==> config.mk <==
export PLATFORM = sky130hd
export DESIGN_NAME = lit_stream_ctrl
export DESIGN_NICKNAME = d
export VERILOG_FILES = /design/src/rtl/lit_stream_ctrl.sv
export SDC_FILE = /design/constraint.sdc
export NUM_CORES = 1
export LEC_CHECK = 0
export ABC_AREA = 0
export CAP_MARGIN = 20
export CORE_UTILIZATION = 39
export DETAILED_ROUTE_END_ITERATION = 16
export GPL_TIMING_DRIVEN = 0
export MAX_ROUTING_LAYER = met4
export SYNTH_ARGS = -nofsm -noshare
export SYNTH_HDL_FRONTEND = slang
export SYNTH_SLANG_ARGS = --single-unit
export TNS_END_PERCENT = 100
==> constraint.sdc <==
create_clock -name clk -period 3.5 [get_ports clk]
set_input_delay 0.7 -clock clk [delete_from_list [all_inputs] [get_ports clk]]
set_output_delay 0.7 -clock clk [all_outputs]
set_load 0.05 [all_outputs]
==> src/rtl/lit_stream_ctrl.sv <==
// lit_stream_ctrl
// Frame sequencer that issues source pixels into an external fixed-latency
// LIT datapath, tracks them through a tag pipe and buffers the datapath
// results in a small first-word fall-through FIFO towards the sink.
//
// Ports
//   clk, rst                 clock, synchronous active-high reset
//   start, frame_len         frame request; frame_len sampled when accepted
//   busy, done               frame in progress / one-cycle end-of-frame pulse
//   s_valid, s_ready, s_data source pixel handshake
//   lit_in                   registered drive into the LIT datapath
//   lit_out                  LIT datapath result
//   m_valid, m_ready,
//   m_data, m_last           sink handshake, m_last on the final pixel
//
// State | meaning
// IDLE  | waiting for start
// RUN   | issuing pixels until len have been accepted
// DRAIN | all pixels issued, waiting for the last beat to leave
module lit_stream_ctrl #(
    parameter int LIT_IN  = 8,
    parameter int LIT_OUT = 16,
    parameter int LAT     = 1,
    parameter int DEPTH   = 4
) (
    input  logic               clk,
    input  logic               rst,
    input  logic               start,
    input  logic [15:0]        frame_len,
    output logic               busy,
    output logic               done,
    input  logic               s_valid,
    output logic               s_ready,
    input  logic [LIT_IN-1:0]  s_data,
    output logic [LIT_IN-1:0]  lit_in,
    input  logic [LIT_OUT-1:0] lit_out,
    output logic               m_valid,
    input  logic               m_ready,
    output logic [LIT_OUT-1:0] m_data,
    output logic               m_last
);

    localparam logic [1:0] IDLE  = 2'd0;
    localparam logic [1:0] RUN   = 2'd1;
    localparam logic [1:0] DRAIN = 2'd2;

    localparam int AW = $clog2(DEPTH);
    localparam int CW = $clog2(DEPTH + LAT + 1) + 1;

    logic [1:0]         state_q, state_d;
    logic [15:0]        len_q, len_d;
    logic [15:0]        issue_cnt_q, issue_cnt_d;
    logic [LIT_IN-1:0]  lit_in_q, lit_in_d;
    logic [LAT-1:0]     tag_v_q, tag_v_d;
    logic [LAT-1:0]     tag_l_q, tag_l_d;
    logic [AW-1:0]      wr_ptr_q, wr_ptr_d;
    logic [AW-1:0]      rd_ptr_q, rd_ptr_d;
    logic [CW-1:0]      count_q, count_d;
    logic               done_q, done_d;

    logic [LIT_OUT-1:0] mem_data_q [DEPTH];
    logic               mem_last_q [DEPTH];

    logic [CW-1:0]      inflight;
    logic               has_credit;
    logic               issue;
    logic               wr_en;
    logic               rd_en;

    // Credits come from registered occupancy only, so a pop this cycle
    // releases its slot for issue on the next cycle.
    always_comb begin
        inflight = '0;
        for (int i = 0; i < LAT; i++) begin
            inflight = inflight + CW'(tag_v_q[i]);
        end
        has_credit = (count_q + inflight) < CW'(DEPTH);
    end

    assign s_ready = (state_q == RUN) && (issue_cnt_q < len_q) && has_credit;
    assign issue   = s_valid && s_ready;
    assign wr_en   = tag_v_q[LAT-1];
    assign m_valid = (count_q != '0);
    assign rd_en   = m_valid && m_ready;
    // Head is gated so an empty FIFO never shows stale contents.
    assign m_data  = m_valid ? mem_data_q[rd_ptr_q] : '0;
    assign m_last  = m_valid && mem_last_q[rd_ptr_q];
    assign busy    = (state_q != IDLE);
    assign done    = done_q;
    assign lit_in  = lit_in_q;

    always_comb begin
        state_d     = state_q;
        len_d       = len_q;
        issue_cnt_d = issue_cnt_q;
        done_d      = 1'b0;
        case (state_q)
            IDLE: begin
                if (start) begin
                    if (frame_len != 16'd0) begin
                        len_d       = frame_len;
                        issue_cnt_d = 16'd0;
                        state_d     = RUN;
                    end else begin
                        done_d = 1'b1;
                    end
                end
            end
            RUN: begin
                if (issue) begin
                    issue_cnt_d = issue_cnt_q + 16'd1;
                    if (issue_cnt_q + 16'd1 == len_q) begin
                        state_d = DRAIN;
                    end
                end
            end
            DRAIN: begin
                if (rd_en && m_last) begin
                    state_d = IDLE;
                    done_d  = 1'b1;
                end
            end
            default: state_d = IDLE;
        endcase
    end

    // Tag pipe shifts unconditionally; it mirrors the datapath latency.
    always_comb begin
        lit_in_d   = issue ? s_data : lit_in_q;
        tag_v_d    = '0;
        tag_l_d    = '0;
        tag_v_d[0] = issue;
        tag_l_d[0] = issue && (issue_cnt_q == len_q - 16'd1);
        for (int i = 1; i < LAT; i++) begin
            tag_v_d[i] = tag_v_q[i-1];
            tag_l_d[i] = tag_l_q[i-1];
        end
    end

    always_comb begin
        wr_ptr_d = wr_en ? wr_ptr_q + AW'(1) : wr_ptr_q;
        rd_ptr_d = rd_en ? rd_ptr_q + AW'(1) : rd_ptr_q;
        count_d  = count_q + CW'(wr_en) - CW'(rd_en);
    end

    always_ff @(posedge clk) begin
        if (rst) begin
            state_q     <= IDLE;
            len_q       <= '0;
            issue_cnt_q <= '0;
            lit_in_q    <= '0;
            tag_v_q     <= '0;
            tag_l_q     <= '0;
            wr_ptr_q    <= '0;
            rd_ptr_q    <= '0;
            count_q     <= '0;
            done_q      <= 1'b0;
        end else begin
            state_q     <= state_d;
            len_q       <= len_d;
            issue_cnt_q <= issue_cnt_d;
            lit_in_q    <= lit_in_d;
            tag_v_q     <= tag_v_d;
            tag_l_q     <= tag_l_d;
            wr_ptr_q    <= wr_ptr_d;
            rd_ptr_q    <= rd_ptr_d;
            count_q     <= count_d;
            done_q      <= done_d;
        end
    end

    // FIFO storage needs no reset: occupancy alone decides what is visible.
    always_ff @(posedge clk) begin
        if (wr_en) begin
            mem_data_q[wr_ptr_q] <= lit_out;
            mem_last_q[wr_ptr_q] <= tag_l_q[LAT-1];
        end
    end

endmodule
Yosys cells after proc, flatten, opt, wreduce, memory -nomap -nowiden

Memory sizes are Yosys's and may differ from the RTL's. A register that Yosys moved wholly into a read port is not among the register bits.
Cells that the tools add are included.

Register bits: 53
Input port bits: 45
Memory bits (writable): 68
Memories kept: 2

Memories:

| memory     | words | width | read ports | clocked after Yosys merged registers in | wr ports | RTL line | RTL |
|---|---|---|---|---|---|---|---|
| mem_data_q | 4     | 16    | 1          | 1                                       | 1        | 61       | `logic [LIT_OUT-1:0] mem_data_q [DEPTH];` |
| mem_last_q | 4     | 1     | 1          | 1                                       | 1        | 62       | `logic mem_last_q [DEPTH];` |

Add/subtract/negate cells: 6
Muxes and demuxes: 21
$lt $le $gt $ge: 2
Eq/ne operators: 9
Reductions and logical operators: 15

Operator list:

| cell                    | number |
|---|---|
| $mux W16                | 4 |
| $eq A16 B16 Y1          | 2 |
| $pmux W16 S2            | 1 |
| $mux W2                 | 9 |
| $add A16 B1 Y16 const B | 1 |
| $lt A16 B16 Y1          | 1 |
| $reduce_bool A16 Y1     | 1 |
| $sub A16 B1 Y16 const B | 1 |
| $ne A2 B2 Y1 const B    | 4 |
| $logic_and A1 B1 Y1     | 7 |
| $pmux W2 S3             | 1 |
| $mux W1                 | 5 |
| $reduce_and A5 Y1       | 1 |
| $add A2 B1 Y2 const B   | 2 |
| $add A4 B1 Y4           | 1 |
| $lt A4 B3 Y1 const B    | 1 |
| $reduce_and A4 Y1       | 1 |
| $reduce_bool A2 Y1      | 2 |
| $reduce_bool A4 Y1      | 1 |
| $sub A4 B1 Y4           | 1 |
| $reduce_and A3 Y1       | 1 |
| $eq A2 B1 Y1 const B    | 1 |
| $eq A2 B2 Y1 const B    | 1 |
| $logic_not A2 Y1        | 1 |
| 2 further kinds         | 2 |

Depth between registers and ports, before layout

Depth in word-level cells: 6
Depth in mapped cells: 11

Worst setup path before layout

No wires, ideal clock.

Kind: register to output
From: register (tool-made name)
To: output port m_data[10]
Cell stages (with the launch flop): 5
Data arrival time: 2146 ps
Data required time: 2800 ps
Path buffers: 2
Path slack: 654 ps
Path through: dfxtp_1 > clkbuf_1 > buf_1 > mux4_2 > and2_1

RTL lines:

| item      | RTL line | RTL |
|---|---|---|
| to (decl) | 39       | `output logic [LIT_OUT-1:0] m_data,` |

Final worst setup path

From: register tag_v_q
To: output port s_ready

Cells in the longest elaborated chain, start to end: 3

Ends and longest elaborated chain:

| item                   | RTL line | RTL |
|---|---|---|
| from (decl)            | 54       | `logic [LAT-1:0] tag_v_q, tag_v_d;` |
| from (signal assigned) | 163      | `tag_v_q <= tag_v_d;` |
| $add A4 B1 Y4          | 77       | `has_credit = (count_q + inflight) < CW'(DEPTH);` |
| $lt A4 B3 Y1           | 77       |  |
| $logic_and A1 B1 Y1    | 80       | `assign s_ready = (state_q == RUN) && (issue_cnt_q < len_q) && has_credit;` |
| to (decl)              | 33       | `output logic s_ready,` |

No other way between the ends.

==> run_results.csv <==
group,metric,value,unit
run_status,status,"complete, no violations",
global_route,antenna_found_initial,1,
synth,synth_cell_types,66,
synth,synth_edf_count,68,
clocking,path_clk_slew,0.06,ns
sta,slew_viol_final,0,
placement,dp.cells,858,
global_route,grt_use_met1,0.2728,
run,maxCapViolations,0,
detailed_routing,first_pass_iters,5,
synth,synth_largest_area_cell,"edfxtp_1",
placement,gp_congestion,0.9057,
final_layout,nFillCells,1436,
clocking,cts_root_buf,"clkbuf_16",
worst_setup_path,crit_top_cell,"ha_1",
final_layout,nets,730,
floorplan,start_util,0.4000,
detailed_routing,routed-via-count,4817,
synth,syn-cell-area,6354,µm²
worst_setup_path,slowest_stage,"a2111oi_2",
sta,period_minus_slack,3.378,ns
sta,tightestPinTransition,0.9520,ns
detailed_routing,wl_per_cell,18.01,µm
clocking,cts.sink_count,123,
sta,finalClockSkew,0.01202,ns
floorplan,dieArea,16810,µm²
synth,yosys_register_bits,123,
sta,holdWs,0.4961,ns
sta,final_hold_viol_count,0,
final_layout,syn_to_final_growth,24.83,%
global_route,grtUsageMet2,0.3360,
clocking,cts_tree,"yes",
global_route,grt_max_degree,18,
clocking,clock_path_buffers,2,
worst_setup_path,critPathMaxFanout,7,
floorplan,die_w,129.6,µm
sta,fmax,296.0,MHz
synth,synth_cells,569,
global_route,grt_usage,0.2135,
worst_setup_path,critPathCaptureType,"output pin",
worst_setup_path,crit_chain,"ha_1 > ha_1 > xor2_1 > a2111oi_2 > nand3_1 > and4b_1 > buf_2",
synth,synth.top_cell.area_share,0.3214,
placement,hpwlAfterDp,11.65,mm
worst_setup_path,worst_ep_required_time,2.80,ns
power,ir_worst_vdd,0.0004087,V
final_layout,drive_above_1_share,0.1071,
global_route,grt_pass1_vias,4808,
detailed_routing,drt-initial-drc-count,315,
sta,slew_headroom,0.3653,
worst_setup_path,worst_ep_arrival_time,2.68,ns
power,power_density,650.1,nW/µm²
worst_setup_path,cp-start-kind,"flop",
worst_setup_path,path_class,"reg2out",
worst_setup_path,cp_slowest_stage_delay,0.42,ns
detailed_routing,wl,16.01,mm
global_route,grt_pass1_wl,25.90,mm
global_route,grt_overflow,0,
placement,io_buffers,73,
clocking,cts_buffers,17,
power,p_leak,2.784,nW
synth,synthFlopType,"edfxtp_1",
synth,syn_area_per_cell,11.17,µm²
detailed_routing,post-route-drc-count,0,
sta,rsz0062_at_grt,"false",
synth,yosys_warnings,0,
synth,ys_seq_area_frac,0.4947,
min_path,holdPathStages,0,
clocking,htreeDepth,4,
floorplan,dieHeight,129.6,µm
worst_setup_path,rr_worst_depth,7,
detailed_routing,vias_per_cell,5.418,
floorplan,core,15890,µm²
sta,setup_viol,0,
global_route,met3_usage,0.04335,
global_route,busiest_layer,"met2",
detailed_routing,antenna_left,0,
clocking,insertion_delay,0.42,ns
min_path,hold_class,"reg2reg",
floorplan,num_rows,46,
final_layout,stdcell_count,889,
sta,finalCritPeriodShare,0.9653,
synth,synth_area_leaders,"edfxtp_1 32%, dfxtp_1 17%, mux4_2 6.0%",
synth,async_reset_ff_frac,0,
floorplan,ios,74,
synth,synth_fp_nets,640,
-- per-layer routing --
metal	up-vias	wire (µm)
met5	-	0
met4	0	195
met3	19	875
met2	146	7560
met1	2348	7380
li1	2304	-
-- cells in the mapped netlist, types with 12 or more instances --
master    instances
nand4_1          13
nand2_1          15
a21oi_1          14
nor3_1           16
edfxtp_1         68
xnor2_1          25
ha_1             26
and2_1           22
inv_1            25
nand3_1          16
clkbuf_1         22
xor2_1           12
nor4_1           15
nand2b_1         16
mux4_2           17
nor2_1           54
mux2i_1          25
o21ai_1          12
dfxtp_1          55
-- area by class of cell --
| cell class | count | area, µm² | area share |
|---|---|---|---|
| repair buffers | 73 | 725.7 | 0.09150 |
| inverters | 25 | 93.84 | 0.01183 |
| clock buffers | 19 | 432.9 | 0.05458 |
| clock inverters | 13 | 138.9 | 0.01751 |
| plain buffers | 31 | 136.4 | 0.01720 |
| well taps | 216 | 270.3 | 0.03407 |
| multi-input cells | 388 | 2987 | 0.3766 |
| diodes | 1 | 2.502 | 0.0003155 |
| flip-flops and latches | 123 | 3144 | 0.3964 |
-- final timing paths --
path / slack, ns / end / startpoint
worst max-delay path: 0.12 / s_ready / tag_v_q$_SDFF_PP0_
worst min register to register: 0.50 / mem_last_q[2]$_DFFE_PP_ / tag_l_q$_SDFF_PP0_
worst min-delay path: 0.50 / mem_last_q[2]$_DFFE_PP_ / tag_l_q$_SDFF_PP0_
worst max register to register: 0.47 / state_q[0]$_SDFFE_PP0P_ / issue_cnt_q[1]$_SDFFE_PP0P_
-- cells in the final DEF (no fill, tap or decap), types with 15 or more instances in the layout --
cell type | netlist | routed
and2_1 | 22 | 22
clkbuf_1 | 22 | 19
clkbuf_16 | 0 | 17
clkdlybuf4s50_1 | 0 | 72
dfxtp_1 | 55 | 54
edfxtp_1 | 68 | 68
ha_1 | 26 | 26
inv_1 | 25 | 25
mux2i_1 | 25 | 25
mux4_2 | 17 | 17
nand2_1 | 15 | 15
nand2b_1 | 16 | 16
nand3_1 | 16 | 16
nor2_1 | 54 | 54
nor3_1 | 16 | 16
nor4_1 | 15 | 15
xnor2_1 | 25 | 25
-- report_power, final --
part           switching (mW)  internal, mW  leakage [nW]
Clock                   0.662          1.05         0.272
Sequential             0.0774          1.59          1.05
Combinational            1.09         0.688          1.46
Total                    1.83          3.33          2.78
-- registers in the layout, summed over array words and instances (netlist names), named ones only --
name / count
tag_l_q: 1
mem_last_q: 4
rd_ptr_q: 2
issue_cnt_q: 16
len_q: 16
count_q: 4
lit_in: 8
mem_data_q: 64
wr_ptr_q: 2
done: 1
tag_v_q: 1
state_q: 2
-- critical path, delay by kind of cell, from the launching register on --
family	cells	cell delay [ns]
flops	1	0.38
xor+xnor	1	0.20
buf+inv	1	0.29
compound gates	1	0.42
fa+ha+maj	2	0.45
simple gates	2	0.51
-- metrics by stage --
step                total power, mW  utilization  instance area (µm²)  worst slack, ns  TNS (ns)
floorplan                     2.902            -                 6354           0.6538         0
global placement              3.455       0.4630                 7355          -0.2939    -2.765
detailed placement            3.481       0.4630                 7355          -0.3061    -2.964
CTS                           5.192       0.4996                 7936          0.01631         0
global route                  5.374       0.4993                 7931          0.01747         0
finish                        5.156       0.4993                 7931           0.1216         0
-- what timing repair did --
item | CTS | global route
buffers inserted | 0 | 0
hold buffers | 0 | 0
endpoints found under the setup margin | 12 | 10
gates resized for setup | 14 | 3
-- kinds of logic after synthesis --
kind of cell,share of synthesized area
AOI/OAI and AO/OA,0.07897
and+or+nand+nor,0.1859
adders and majority gates,0.05120
buffers and inverters,0.03623
muxes,0.1020
xor gates and xnor gates,0.05100
DFF,0.4947
(Power assumes the default switching activity.)
